File: src/rtl/wide_adder_seq_pkg.sv
// wide_adder_seq_pkg
// Shared types and helpers for the wide_adder_seq chunk-serial adder.
//   state_t   : sequencer states (idle / busy adding chunks / result held)
//   cnt_width : width of the chunk index counter, never less than one bit
// Optional feature macro used by this block: WIDE_ADDER_SEQ_SUB_EN (adds a - b).
package wide_adder_seq_pkg;

  typedef enum logic [1:0] {
    S_IDLE = 2'd0,
    S_BUSY = 2'd1,
    S_DONE = 2'd2
  } state_t;

  // A single-chunk configuration still needs a one-bit index register.
  function automatic int cnt_width(input int chunks);
    return (chunks > 1) ? $clog2(chunks) : 1;
  endfunction

  localparam int DEFAULT_CHUNKS = 4;
  localparam int DEFAULT_IDX_W  = cnt_width(DEFAULT_CHUNKS);

endpackage

File: src/rtl/wide_adder_seq_adder_n.sv
// adder_n
// Plain N-bit ripple adder with carry in and carry out. One instance is
// time-shared by wide_adder_seq across all chunks of a wide operand.
// Ports:
//   a, b  [N-1:0] : chunk operands
//   c_in          : carry into bit 0
//   sum   [N-1:0] : chunk sum
//   c_out         : carry out of bit N-1
module adder_n #(
  parameter int N = 32
) (
  input  logic [N-1:0] a,
  input  logic [N-1:0] b,
  input  logic         c_in,
  output logic [N-1:0] sum,
  output logic         c_out
);

  // Extend by one bit so the carry out falls out of the addition directly.
  assign {c_out, sum} = {1'b0, a} + {1'b0, b} + {{N{1'b0}}, c_in};

endmodule

File: src/rtl/wide_adder_seq.sv
// wide_adder_seq
// Adds two W = N*CHUNKS bit operands one N-bit chunk per clock, LSB chunk
// first, through a single shared adder_n with a registered inter-chunk carry.
// Latency is CHUNKS cycles from accept to out_valid.
// Ports:
//   clk, rst              : clock, asynchronous active-high reset
//   in_valid / in_ready   : request handshake (ready only while idle)
//   a, b [W-1:0], c_in    : operands and carry into bit 0, latched at accept
//   sub                   : only with WIDE_ADDER_SEQ_SUB_EN; selects a - b
//   out_valid / out_ready : result handshake (valid while the result is held)
//   sum [W-1:0], c_out    : result register and carry out of bit W-1
// Configuration macro: WIDE_ADDER_SEQ_SUB_EN (undefined = add-only build).
module wide_adder_seq
  import wide_adder_seq_pkg::*;
#(
  parameter int N      = 32,
  parameter int CHUNKS = 4
) (
  input  logic                clk,
  input  logic                rst,
  input  logic                in_valid,
  output logic                in_ready,
  input  logic [N*CHUNKS-1:0] a,
  input  logic [N*CHUNKS-1:0] b,
  input  logic                c_in,
`ifdef WIDE_ADDER_SEQ_SUB_EN
  input  logic                sub,
`endif
  output logic                out_valid,
  input  logic                out_ready,
  output logic [N*CHUNKS-1:0] sum,
  output logic                c_out
);

  localparam int W  = N * CHUNKS;
  localparam int IW = cnt_width(CHUNKS);
  localparam logic [IW-1:0] LAST_IDX = IW'(CHUNKS - 1);

  state_t          state;
  logic [W-1:0]    a_q;
  logic [W-1:0]    b_q;
  logic            carry_q;
  logic [IW-1:0]   idx;
`ifdef WIDE_ADDER_SEQ_SUB_EN
  logic            sub_q;
`endif

  logic [N-1:0]    chunk_a;
  logic [N-1:0]    chunk_b;
  logic [N-1:0]    add_sum;
  logic            add_carry;

  // Handshake flags decode registered state only; reset also masks in_ready
  // so nothing can be accepted while reset is asserted.
  assign in_ready  = (state == S_IDLE) && !rst;
  assign out_valid = (state == S_DONE);
  assign c_out     = carry_q;

  // Select the current chunk of each latched operand for the shared adder.
  // Subtraction is a + ~b + 1, so the b chunk is inverted here and the +1
  // arrives through the carry loaded at accept.
  always_comb begin
    chunk_a = a_q[idx*N +: N];
    chunk_b = b_q[idx*N +: N];
`ifdef WIDE_ADDER_SEQ_SUB_EN
    if (sub_q) begin
      chunk_b = ~b_q[idx*N +: N];
    end
`endif
  end

  adder_n #(.N(N)) u_adder (
    .a     (chunk_a),
    .b     (chunk_b),
    .c_in  (carry_q),
    .sum   (add_sum),
    .c_out (add_carry)
  );

  // Sequencer: latch operands on accept, write one chunk per cycle while busy,
  // then hold the result until the consumer takes it.
  always_ff @(posedge clk or posedge rst) begin
    if (rst) begin
      state   <= S_IDLE;
      a_q     <= '0;
      b_q     <= '0;
      carry_q <= 1'b0;
      idx     <= '0;
      sum     <= '0;
`ifdef WIDE_ADDER_SEQ_SUB_EN
      sub_q   <= 1'b0;
`endif
    end else begin
      case (state)
        S_IDLE: begin
          if (in_valid) begin
            a_q   <= a;
            b_q   <= b;
            idx   <= '0;
            state <= S_BUSY;
`ifdef WIDE_ADDER_SEQ_SUB_EN
            sub_q   <= sub;
            carry_q <= sub ? 1'b1 : c_in;
`else
            carry_q <= c_in;
`endif
          end
        end
        S_BUSY: begin
          sum[idx*N +: N] <= add_sum;
          carry_q         <= add_carry;
          idx             <= idx + IW'(1);
          if (idx == LAST_IDX) begin
            state <= S_DONE;
          end
        end
        S_DONE: begin
          if (out_ready) begin
            state <= S_IDLE;
          end
        end
        default: begin
          state <= S_IDLE;
        end
      endcase
    end
  end

endmodule

File: config.mk
export PLATFORM = sky130hd
export DESIGN_NAME = wide_adder_seq
export DESIGN_NICKNAME = d
export VERILOG_FILES = /design/src/rtl/wide_adder_seq_pkg.sv /design/src/rtl/wide_adder_seq_adder_n.sv /design/src/rtl/wide_adder_seq.sv
export SDC_FILE = /design/constraint.sdc
export NUM_CORES = 1
export LEC_CHECK = 0
export ABC_CLOCK_PERIOD_IN_PS = 13010
export CAP_MARGIN = 20
export CORE_MARGIN = 2
export CORE_UTILIZATION = 45
export DETAILED_ROUTE_END_ITERATION = 8
export GPL_TIMING_DRIVEN = 0
export PLACE_DENSITY = 0.75
export SETUP_SLACK_MARGIN = 0.4
export SLEW_MARGIN = 25
export SYNTH_ARGS = -nofsm -noshare
export SYNTH_HDL_FRONTEND = slang
export SYNTH_HIERARCHICAL = 1
export SYNTH_SLANG_ARGS = --single-unit
export TNS_END_PERCENT = 100
File: constraint.sdc
create_clock -name clk -period 13.01 [get_ports clk]
set_input_delay 1.9515 -clock clk [delete_from_list [all_inputs] [get_ports clk]]
set_output_delay 1.9515 -clock clk [all_outputs]
set_load 0.005 [all_outputs]
==> flow_summary.yaml <==
yosys:
  synth.distinct_cells: 69
  synth_most_common_cell: "dfrtp_1"
  synth_nets: 1642
  ys_top_cells_by_count: "dfrtp_1, mux2_1, nand2_1"
  yosysSeqAreaShare: 0.539
  synth_edf_count: 0
  yosys.area.top_type: "dfrtp_1"
  yosys_register_bits: 389
  yosysWarnings: 6
  synth_top_area_frac: 0.539
  async_reset_ff_frac: 1.00
  syn_area_sq_mm: 0.0180
  synth_cells: 1343
  synth_area_leaders: "dfrtp_1, mux2_1, mux4_2"
  synth.avg_cell_area_sq_um: 13.4
  synth_ff_type: "dfrtp_1"
clock_network:
  cts_setup_buffers: 0
  htreeDepth: 2
  numCtsBuffers: 42
  cts_sinks: 389
  cts-resized-gates: 0
  tritoncts: "yes"
  ctsRootBufferMaster: "clkbuf_16"
  cts_buffer_depth: 3
  clk-insertion-delay-late_ps: 570
  hold_buffers: 0
  path_clk_slew_ps: 60
global_route:
  grt_pass1_wl_um: 83500
  grt_antenna_before_repair: 6
  grt_use_met1: 0.353
  grt_overflow_total: 0
  use_met2: 0.438
  grt_usage: 0.269
  first_global_vias: 13900
  use_met3: 0.0593
  grt_max_degree: 34
  busiest_layer: "met2"
detailed_routing:
  vias_per_cell: 5.56
  dr.pass1.iters: 7
  wl_per_cell_um: 23.4
  drtAntennaViolNets: 0
  drc: 0
  drtIter0Drc: 776
  via_count: 13100
  wirelength_um: 55000
timing:
  slew_headroom: 0.275
  fin_skew_ps: 16.8
  report.final.hold_viol_count: 0
  fin_crit_sh: 0.414
  setup_violations: 0
  period_minus_slack_ps: 5380
  timing.setup.tns_ps: 0
  drv_slew: 0
  max_freq_mhz: 186
  tightest_slew_ps: 1080
  rsz0062_at_grt: "no"
flow_run:
  maxCapViolCount: 0
critical_path:
  cp_common_cell: "buf_2"
  arrival_ps: 5880
  r2r_start: "idx[0]$_DFFE_PP0P_"
  path_cells: "buf_2 -> buf_2 -> buf_2 -> mux4_2 -> fa_1 -> fa_1 -> a21oi_1 -> o32ai_1 -> o211ai_2 -> a21o_1 -> o21ai_2 -> a21o_1 -> a311oi_1 -> a22o_2"
  r2r_cells: 14
  cp_slowest_cell: "a311oi_1"
  max_stage_delay_ps: 920
  start_kind: "flop"
  crit_type: "flop to flop"
  end_kind: "flop"
  r2r-end: "sum[28]$_DFFE_PP0P_"
  reg2reg_setup_slack_ps: 7630
  critPathMaxFanout: 10
  critPathRequiredTime_ps: 13510
die:
  core_area_sq_mm: 0.0396
  rows: 73
  ios: 392
  initial_core_util: 0.455
  die_w_um: 204
  die_h_um: 204
  die_area_sq_mm: 0.0417
hold_path:
  hold_end: "sum[71]$_DFFE_PP0P_"
  min_path_cells: 2
  hold_class: "flop to flop"
  hp-start: "sum[71]$_DFFE_PP0P_"
power:
  powerDensity_mw_per_mm2: 318
  peakVddDrop_mv: 0.207
  p_leak_uw: 0.0102
finish:
  nets: 2091
  areaGrowthSynthToFinish_pct: 34.7
  final_core_util: 0.613
  drive_gt1_frac: 0.170
placed_design:
  gp_congestion: 0.891
  io_buffers: 391
  dp.final_hpwl_um: 43000
outcome:
  run_status: "completed"
layer usage:
layer,up-vias,share of wire
met1,6624,0.42
met5,-,0.00055
met4,4,0.033
met3,116,0.069
li1,5817,-
met2,510,0.48
power breakdown:
group / internal, uW / total [uW] / switching [uW]
Combinational: 1790 / 4570 / 2770
Clock: 706 / 1190 / 488
Sequential: 1710 / 1970 / 267
Total: 4210 / 7730 / 3530
layout by cell type, fill, tap and decap left out, types with 4 or more instances in the layout:
master and instances:
o21ai_0 79, mux2_1 177, clkbuf_16 45, ha_1 36
a21o_1 13, buf_4 29, nor2_1 21, o21ai_1 9
diode_2 4, a21oi_1 35, a22o_1 47, and3_1 4
xnor2_1 10, xor2_1 15, o31ai_1 4, buf_6 8
o21bai_1 6, a22o_2 15, mux4_2 64, nand4_1 8
clkdlybuf4s50_1 391, or3_1 4, clkbuf_8 6, o21a_1 4
nor3_1 8, buf_2 19, clkbuf_1 31, inv_1 11
clkinv_2 6, o211ai_1 4, buf_12 12, nand3_1 5
a211oi_1 6, dfrtp_1 389, mux2_2 79, nand2_1 162
worst max-delay path: cells and delay by family, from the launching register on:
| family | cells | cell delay [ps] |
|---|---|---|
| compound gates | 8 | 2580 |
| fa+ha+maj | 2 | 920 |
| buf+inv | 3 | 1030 |
| flops | 1 | 370 |
| mux | 1 | 400 |
layout make-up:
type                            count  area, sq um
Inverter                           13         52.6
Fill cell                        3107        15300
Timing Repair Buffer              405         4210
Tap cell                          525          657
Buffer                             79          489
Sequential cell                   389         9730
Antenna cell                        4         10.0
Clock inverter                     12          125
Multi-Input combinational cell    862         7780
Clock buffer                       62         1250
cell families after synthesis:
family / count (synthesis) / synth area share
flip-flops: 389 / 0.539
multiplexers: 322 / 0.241
AND/OR/NAND/NOR: 240 / 0.0615
AO/OA/AOI/OAI: 237 / 0.0894
buffers and inverters: 92 / 0.0298
adder cells (fa/ha/maj): 38 / 0.0272
XOR/XNOR: 25 / 0.0121
worst max-delay path by stage:
stage                                  start                    to  slack (ps)
after floorplan                          rst    a_q[0]$_DFFE_PP0P_        5830
after global placement                   rst  b_q[117]$_DFFE_PP0P_        3250
after detailed placement  idx[0]$_DFFE_PP0P_   sum[28]$_DFFE_PP0P_        7740
after CTS                 idx[0]$_DFFE_PP0P_   sum[28]$_DFFE_PP0P_        7710
after global routing      idx[0]$_DFFE_PP0P_   sum[92]$_DFFE_PP0P_        7320
final                     idx[0]$_DFFE_PP0P_   sum[28]$_DFFE_PP0P_        7630
flip-flops by register name, summed over array words and instances, names as in the netlist:
| name | flops |
|---|---|
| b_q | 128 |
| a_q | 128 |
| state | 2 |
| sum | 128 |
| c_out | 1 |
| idx | 2 |
per-stage QoR:
step / instance area, sq um / hold slack [ps] / power [uW] / setup WS [ps] / instances
3_5_place_dp: 22900 / 470 / 6510 / 7740 / 2273
3_3_place_gp: 22600 / 462 / 6390 / 3250 / 2259
2_1_floorplan: 18100 / 452 / 4860 / 5830 / 1343
6_report: 24300 / 478 / 7730 / 7630 / 2351
4_1_cts: 24300 / 484 / 7730 / 7710 / 2347
5_1_grt: 24300 / 496 / 8240 / 7320 / 2350
No activity file was read; power rests on OpenSTA's default activity.
